`src/rtl/shift_pkg.sv`:
```
// shift_pkg: shared widths, command payload and helpers for the rotate
// command queue.
// Optional feature macro: SHIFT_DIR_EN (adds a direction bit to each command).
package shift_pkg;

   localparam int unsigned SH_W   = 4;
   localparam int unsigned SH_N_W = 2;

   // One queued rotate command.
   typedef struct packed {
      logic [SH_W-1:0]   a;
      logic [SH_N_W-1:0] n;
`ifdef SHIFT_DIR_EN
      logic              dir;
`endif
   } shift_cmd_t;

   // A left rotate by n equals a right rotate by (SH_W - n) mod SH_W.
   function automatic logic [SH_N_W-1:0] left_to_right_n(input logic [SH_N_W-1:0] n);
      return SH_N_W'(SH_W - 32'(n));
   endfunction

endpackage

```
`src/rtl/shift_cmd_fifo.sv`:
```
// shift_cmd_fifo: synchronous FIFO of shift_cmd_t commands.
// Ports:
//   clk, rst_n        clock, asynchronous active-low reset
//   push, push_data   write request and payload (ignored when full)
//   pop               read request (ignored when empty)
//   head              entry at the read pointer
//   empty_c           no entries held
//   count             number of entries held (0..DEPTH)
// Optional feature macro: SHIFT_DIR_EN (widens shift_cmd_t by one bit).
module shift_cmd_fifo
   import shift_pkg::*;
#(
   parameter int unsigned DEPTH = 4
) (
   input  logic                     clk,
   input  logic                     rst_n,
   input  logic                     push,
   input  shift_cmd_t               push_data,
   input  logic                     pop,
   output shift_cmd_t               head,
   output logic                     empty_c,
   output logic [$clog2(DEPTH):0]   count
);

   localparam int unsigned AW = $clog2(DEPTH);
   localparam int unsigned CW = AW + 1;

   shift_cmd_t    mem_q [DEPTH];
   shift_cmd_t    mem_d [DEPTH];
   logic [AW-1:0] wr_ptr_q, wr_ptr_d;
   logic [AW-1:0] rd_ptr_q, rd_ptr_d;
   logic [CW-1:0] count_q, count_d;
   logic          full;
   logic          do_push;
   logic          do_pop;

   // Pointers wrap naturally because DEPTH is a power of two; count qualifies them.
   always_comb begin
      mem_d    = mem_q;
      wr_ptr_d = wr_ptr_q;
      rd_ptr_d = rd_ptr_q;
      count_d  = count_q;
      full     = (count_q == CW'(DEPTH));
      empty_c  = (count_q == '0);
      do_push  = push && !full;
      do_pop   = pop && !empty_c;
      if (do_push) begin
         mem_d[wr_ptr_q] = push_data;
         wr_ptr_d        = wr_ptr_q + AW'(1);
      end
      if (do_pop) begin
         rd_ptr_d = rd_ptr_q + AW'(1);
      end
      case ({do_push, do_pop})
         2'b10:   count_d = count_q + CW'(1);
         2'b01:   count_d = count_q - CW'(1);
         default: count_d = count_q;
      endcase
   end

   always_ff @(posedge clk or negedge rst_n) begin
      if (!rst_n) begin
         for (int i = 0; i < int'(DEPTH); i++) begin
            mem_q[i] <= '0;
         end
         wr_ptr_q <= '0;
         rd_ptr_q <= '0;
         count_q  <= '0;
      end else begin
         mem_q    <= mem_d;
         wr_ptr_q <= wr_ptr_d;
         rd_ptr_q <= rd_ptr_d;
         count_q  <= count_d;
      end
   end

   assign head  = mem_q[rd_ptr_q];
   assign count = count_q;

endmodule

```
`src/rtl/shift_cmd_queue.sv`:
```
// shift_cmd_queue: buffers rotate commands, drives an external 4-bit barrel
// rotator from a registered issue stage and captures its result into a
// registered valid/ready output. Commands complete in order, one per cycle.
// Ports:
//   clk, rst_n                      clock, asynchronous active-low reset
//   cmd_valid/cmd_ready             command handshake
//   cmd_a, cmd_n                    word to rotate, rotate amount
//   cmd_dir                         0 = right, 1 = left (SHIFT_DIR_EN only)
//   sh_a, sh_n                      registered rotator inputs
//   sh_sho                          rotator result (combinational from sh_a/sh_n)
//   res_valid/res_ready, res_data   result handshake and rotated word
// Optional feature macro: SHIFT_DIR_EN (adds cmd_dir and per-entry direction).
module shift_cmd_queue
   import shift_pkg::*;
#(
   parameter int unsigned DEPTH = 4
) (
   input  logic              clk,
   input  logic              rst_n,
   input  logic              cmd_valid,
   output logic              cmd_ready,
   input  logic [SH_W-1:0]   cmd_a,
   input  logic [SH_N_W-1:0] cmd_n,
`ifdef SHIFT_DIR_EN
   input  logic              cmd_dir,
`endif
   output logic [SH_W-1:0]   sh_a,
   output logic [SH_N_W-1:0] sh_n,
   input  logic [SH_W-1:0]   sh_sho,
   output logic              res_valid,
   input  logic              res_ready,
   output logic [SH_W-1:0]   res_data
);

   localparam int unsigned CW = $clog2(DEPTH) + 1;

   logic              iss_valid_q, iss_valid_d;
   logic [SH_W-1:0]   sh_a_q, sh_a_d;
   logic [SH_N_W-1:0] sh_n_q, sh_n_d;
   logic              res_valid_q, res_valid_d;
   logic [SH_W-1:0]   res_data_q, res_data_d;

   shift_cmd_t        push_cmd;
   shift_cmd_t        head_cmd;
   logic [SH_N_W-1:0] head_n;
   logic              fifo_empty;
   logic [CW-1:0]     fifo_count;
   logic              fifo_push;
   logic              retire;
   logic              load;

   shift_cmd_fifo #(
      .DEPTH (DEPTH)
   ) u_fifo (
      .clk       (clk),
      .rst_n     (rst_n),
      .push      (fifo_push),
      .push_data (push_cmd),
      .pop       (load),
      .head      (head_cmd),
      .empty_c   (fifo_empty),
      .count     (fifo_count)
   );

   // No pass-through: a full queue refuses even when it pops this cycle.
   assign cmd_ready = (fifo_count != CW'(DEPTH));
   assign fifo_push = cmd_valid && cmd_ready;

   // Command packing and amount normalisation for the rotator (right rotate only).
   always_comb begin
      push_cmd   = '0;
      push_cmd.a = cmd_a;
      push_cmd.n = cmd_n;
`ifdef SHIFT_DIR_EN
      push_cmd.dir = cmd_dir;
      head_n       = head_cmd.dir ? left_to_right_n(head_cmd.n) : head_cmd.n;
`else
      head_n       = head_cmd.n;
`endif
   end

   // Issue and result stage next-state.
   always_comb begin
      iss_valid_d = iss_valid_q;
      sh_a_d      = sh_a_q;
      sh_n_d      = sh_n_q;
      res_valid_d = res_valid_q;
      res_data_d  = res_data_q;
      retire      = iss_valid_q && (!res_valid_q || res_ready);
      load        = !fifo_empty && (!iss_valid_q || retire);

      if (retire) begin
         res_data_d  = sh_sho;
         res_valid_d = 1'b1;
         iss_valid_d = 1'b0;
      end else if (res_valid_q && res_ready) begin
         res_valid_d = 1'b0;
      end

      if (load) begin
         iss_valid_d = 1'b1;
         sh_a_d      = head_cmd.a;
         sh_n_d      = head_n;
      end
   end

   always_ff @(posedge clk or negedge rst_n) begin
      if (!rst_n) begin
         iss_valid_q <= 1'b0;
         sh_a_q      <= '0;
         sh_n_q      <= '0;
         res_valid_q <= 1'b0;
         res_data_q  <= '0;
      end else begin
         iss_valid_q <= iss_valid_d;
         sh_a_q      <= sh_a_d;
         sh_n_q      <= sh_n_d;
         res_valid_q <= res_valid_d;
         res_data_q  <= res_data_d;
      end
   end

   assign sh_a      = sh_a_q;
   assign sh_n      = sh_n_q;
   assign res_valid = res_valid_q;
   assign res_data  = res_data_q;

endmodule

```
`config.mk`:
```
export PLATFORM = sky130hd
export DESIGN_NAME = shift_cmd_queue
export DESIGN_NICKNAME = d
export VERILOG_FILES = /design/src/rtl/shift_pkg.sv /design/src/rtl/shift_cmd_fifo.sv /design/src/rtl/shift_cmd_queue.sv
export SDC_FILE = /design/constraint.sdc
export NUM_CORES = 1
export LEC_CHECK = 0
export CELL_PAD_IN_SITES_DETAIL_PLACEMENT = 1
export CELL_PAD_IN_SITES_GLOBAL_PLACEMENT = 2
export CORE_MARGIN = 4
export CORE_UTILIZATION = 41
export DETAILED_ROUTE_END_ITERATION = 8
export GPL_TIMING_DRIVEN = 0
export PLACE_DENSITY_LB_ADDON = 0.1
export SLEW_MARGIN = 20
export SYNTH_ARGS = -nofsm -noshare
export SYNTH_HDL_FRONTEND = slang
export SYNTH_SLANG_ARGS = --single-unit
```
`constraint.sdc`:
```
create_clock -name clk -period 4.9 [get_ports clk]
set_input_delay 0.49 -clock clk [delete_from_list [all_inputs] [get_ports clk]]
set_output_delay 0.49 -clock clk [all_outputs]
set_load 0.01 [all_outputs]
```
; ---- After elaboration in Yosys (flattened, before gate mapping)
; Cells that the tools add are included.
[classes]
add_sub_neg = 4
n_reduce_logical = 17
magnitude_cmp = 3
muxes = 11
bitwise_logic = 2
n_eq_ne = 4
[ops]
columns = op, count
row1 = bitwise mux 24 bit, 1
row2 = 2-to-1 mux 6 bit, 3
row3 = binary-select mux 6 bit (select 2 bit), 1
row4 = demux 6 bit (select 2 bit), 1
row5 = logical AND 1 bit, 7
row6 = greater-or-equal comparator 3 bit (second input constant), 2
row7 = inverter 2 -> 3 bit, 2
row8 = one-hot mux 3 bit (2 select lines), 1
row9 = nonzero test 2 bit, 3
row10 = adder 2 x 1 -> 2 bit (second input constant), 2
row11 = zero test 1 bit, 4
row12 = 2-to-1 mux 1 bit, 4
row13 = adder 3 x 1 -> 3 bit (second input constant), 1
row14 = == test 3 bit (second input constant), 1
row15 = zero test 3 bit, 1
row16 = less-than comparator 3 x 1 -> 1 bit (second input constant), 1
row17 = != test 3 bit (second input constant), 1
row18 = subtractor 3 x 1 -> 3 bit (second input constant), 1
row19 = == test 2 x 1 -> 1 bit (second input constant), 1
row20 = == test 2 bit (second input constant), 1
row21 = logical OR 1 bit, 2
[word_totals]
out_inout_bits = 12
wordCells = 57
inputBits = 14
reg_bits = 43

; ---- Depth between registers and ports, before layout
[depth]
depth_word = 8
ltp_mapped = 9
ltp_nobuf = 8

; ---- Hierarchy
; Synthesis repeated with hierarchy kept, for this count alone.
[unflattened]
hier_cells = 128
hier_area_um2 = 1916.8
[by_module_without_submodules]
columns = module, instances, area_each_um2, cells_per_inst, seq_area_each_um2
row1 = shift_cmd_fifo, 1, 1435.1, 96, 775.7
row2 = shift_cmd_queue, 1, 481.7, 32, 300.3

; ---- Worst setup path before layout
; No wires, ideal clock.
[synth_path]
path_type = input to register
start = input port res_ready
end = register u_fifo.count_q[2] (netlist: u_fifo.count[2])
arrival_time_ps = 2033
path_slack_ps = 2788
setup_time_ps = 79
path_stages = 9
n_path_buf = 1
cell_sequence = nand3b_1 -> nor2b_1 -> clkbuf_1 -> ha_1 -> inv_1 -> fa_1 -> xor2_1 -> nor2_1 -> xor2_1
[synth_via]
elab_chain_cells = 7
[synth_lines]
columns = element, line
row1 = start: declaration, shift_cmd_queue.sv:31  ; input logic res_ready,
row2 = logical OR 1 bit (*), shift_cmd_queue.sv:89  ; retire = iss_valid_q && (!res_valid_q || res_ready);
row3 = logical AND 1 bit (*), shift_cmd_queue.sv:89
row4 = logical OR 1 bit (*), shift_cmd_queue.sv:90  ; load = !fifo_empty && (!iss_valid_q || retire);
row5 = logical AND 1 bit (*), shift_cmd_queue.sv:90
row6 = logical AND 1 bit (*), shift_cmd_fifo.sv:46  ; do_pop = pop && !empty_c;
row7 = == test 2 x 1 -> 1 bit / == test 2 bit (equally long branches), shift_cmd_fifo.sv:54  ; case ({do_push, do_pop})
row8 = one-hot mux 3 bit (2 select lines) / nonzero test 2 bit (equally long branches), --
row9 = end signal: assignment, shift_cmd_fifo.sv:73  ; count_q <= count_d;
row10 = end: declaration, shift_cmd_fifo.sv:32  ; logic [CW-1:0] count_q, count_d;
; Mark *: on every way between the ends. The rest lies on a longest branch, timed or not.
; A chain may end at the register's enable or synchronous reset.

; ---- Final worst setup path
; Same ends and word-level chain as after synthesis.

==> results.json <==
{
  "cp_num_buf_inv": 3,
  "syn2layout_area_growth_pct": 22.5,
  "r2r_cells": 9,
  "cp.arrival_ns": 2.85,
  "seq_area_frac_synth_pct": 56.2,
  "portBuffers": 25,
  "diodes": 0,
  "syn_nets": 143,
  "power_leakage_nw": 1.01,
  "nFillCells": 444,
  "final.period_utilization_pct": 53.9,
  "cts.clk_slew.worst_paths_ns": 0.07,
  "gr-total-overflow": 0,
  "clockBufferDepth": 2,
  "crit_fanout": 8,
  "rows": 24,
  "wl_per_cell_um": 17.3,
  "post-cts-setup-buffers": 0,
  "drt_wl_total_um": 3620,
  "drt_first_pass_iters": 3,
  "num_io_pins": 26,
  "cts-root-buf": "clkbuf_8",
  "grt_use_total_pct": 13.9,
  "worstPathRequired_ns": 5.11,
  "min_path_type": "in2async",
  "syn_inst": 123,
  "dr_total_vias": 1084,
  "final-setup-viol-count": 0,
  "tns_ns": 0,
  "cp-end-kind": "register",
  "hold_viol": 0,
  "r2r_setup_slack_ns": 2.56,
  "routed-wl-met2_um": 1890,
  "cts_resized": 0,
  "total_power_w": 0.00153,
  "cp-start-kind": "primary input",
  "cts_htree_levels": 2,
  "r2r_start": "res_valid",
  "rsz0062_at_grt": "false",
  "ys_top_cells_by_area": "dfrtp_1 (56%), mux2_2 (17%), mux4_2 (7.1%)",
  "cp_common_cell": "xor2_1",
  "finalClockSkew_ns": 0.00228,
  "critical-path-top-delay-family": "buffers and inverters",
  "die_area_mm2": 0.00583,
  "grt_pass1_vias": 1236,
  "start_util_pct": 43.1,
  "max_stage_delay_ns": 0.48,
  "final_common_cell": "dfrtp_1",
  "grt_max_degree": 34,
  "ant_nets": 0,
  "max_freq_mhz": 379,
  "relSlewSlack_pct": 55.0,
  "ys_ff_latch": 43,
  "cts_buffers": 5,
  "path_cells": "clkdlybuf4s50_1 -> nand3b_1 -> nor2b_1 -> clkbuf_1 -> ha_1 -> inv_1 -> fa_1 -> xor2_1 -> nor2_1 -> xor2_1",
  "viasPerCell": 5.19,
  "vdd_drop_max_uv": 290,
  "drive_gt1_share_pct": 33.8,
  "status": "finished, final reports clean",
  "core_mm2": 0.00444,
  "cts_tree": "yes",
  "met1_length_um": 1570,
  "synth_area_mm2": 0.00191,
  "drc": 0,
  "grt_first_pass_wirelength_um": 6260,
  "worstMarginPinSlew_ns": 0.675,
  "r2r_end": "u_fifo.count[2]",
  "synth_top_cell_by_area": "dfrtp_1",
  "die_y_um": 76.3,
  "hold_buffers": 0,
  "synth_top_area_share_pct": 56.2,
  "slowest_stage": "clkdlybuf4s50_1",
  "period_minus_slack_ns": 2.64,
  "clkSinkCount": 43,
  "final_cell_mix": "dfrtp_1 (43), mux2_2 (29), clkdlybuf4s50_1 (24), clkbuf_8 (7)",
  "routed.top_layer": "met4",
  "antenna_found_initial": 0,
  "layout.nets": 176,
  "slew_violations": 0,
  "first_iter_violations": 37,
  "yosysUniqueCellTypes": 23,
  "place_congestion": 0.679,
  "hpwl_um": 2700,
  "clk-insertion-delay-late_ns": 0.28,
  "crit_type": "in2reg",
  "route.met3.wl_um": 129,
  "yosys_warnings": 0,
  "die_width_um": 76.3,
  "cap_violations": 0,
  "p_per_area_mw_per_mm2": 652,
  "syn_avg_cell_area_um2": 15.6
}
[layer usage]
layer	vias up	track usage, %
met3	5	4.02
met4	0	4.35
li1	496	-
met1	566	17.9
met5	-	0
met2	17	22.6
[worst max-delay path by stage]
stage / startpoint / to / slack [ns] / cells after the start
after floorplan: res_ready / u_fifo.count[2] / 2.79 / 9
after global placement: res_ready / u_fifo.count[2] / 1.97 / 10
after detailed placement: res_ready / u_fifo.count[2] / 1.95 / 10
after CTS: res_ready / u_fifo.count[2] / 2.24 / 10
after global routing: res_ready / u_fifo.count[2] / 2.11 / 10
final: res_ready / u_fifo.count[2] / 2.26 / 10
[cells in the mapped netlist (all sizes together)]
| cell type | count |
|---|---|
| dfrtp | 43 |
| mux2 | 35 |
| mux4 | 6 |
| ha | 5 |
| inv | 5 |
| nand2 | 4 |
| xor2 | 4 |
| buf | 3 |
| nand3 | 3 |
| clkbuf | 2 |
| nand2b | 2 |
| xnor2 | 2 |
| and3 | 1 |
| and3b | 1 |
| fa | 1 |
| nand3b | 1 |
| nor2 | 1 |
| nor2b | 1 |
| nor3 | 1 |
| o21ai | 1 |
| or3b | 1 |
[metrics by stage]
stage / instances / setup WS (ns) / area (um^2) / utilization [%] / hold slack [ns]
finish: 209 / 2.26 / 2340 / 52.8 / 0.0728
global route: 209 / 2.11 / 2340 / 52.8 / 0.0753
CTS: 209 / 2.24 / 2340 / 52.8 / 0.0724
detailed placement: 201 / 1.95 / 2240 / 50.5 / 0.386
global placement: 200 / 1.97 / 2230 / 50.2 / 0.470
floorplan: 123 / 2.79 / 1910 / - / 0.194
[worst register-to-register path, cell delays in order, from the launching register on]
cell and delay (ns):
dfrtp_1 0.40, nand3b_1 0.14, nor2b_1 0.15, clkbuf_1 0.46, ha_1 0.28, inv_1 0.06, fa_1 0.37, xor2_1 0.15
nor2_1 0.12, xor2_1 0.15
[sequential cells by signal, indices dropped and copies added, names as in the netlist, 2 cells and up]
register	flops
res_data	4
u_fifo.rd_ptr_q	2
sh_n	2
u_fifo.wr_ptr_q	2
u_fifo.mem_q	24
sh_a	4
u_fifo.count	3
[power by group]
part | switching [W] | internal [W]
combinational | 0.000255 | 0.000406
sequential | 0.0000973 | 0.000532
clock | 0.000110 | 0.000129
[kinds of logic after synthesis]
logic type | count (synthesis) | synth area share (%)
AOI/OAI and AO/OA | 1 | 0.261
xor gates and xnor gates | 6 | 2.75
adders and majority gates | 6 | 4.31
buffers and inverters | 10 | 2.75
DFF | 43 | 56.2
muxes | 41 | 28.8
and+or+nand+nor | 16 | 4.90
[layout make-up]
class                           instances  area, um^2  share of cell area (%)
Tap cell                               52        65.1                    2.77
Buffer                                  5        33.8                    1.44
Clock buffer                            8         100                    4.27
Multi-Input combinational cell         70         786                    33.5
Inverter                                5        18.8                   0.800
Sequential cell                        43        1080                    45.9
Timing Repair Buffer                   26         265                    11.3
(Power assumes the default switching activity.)
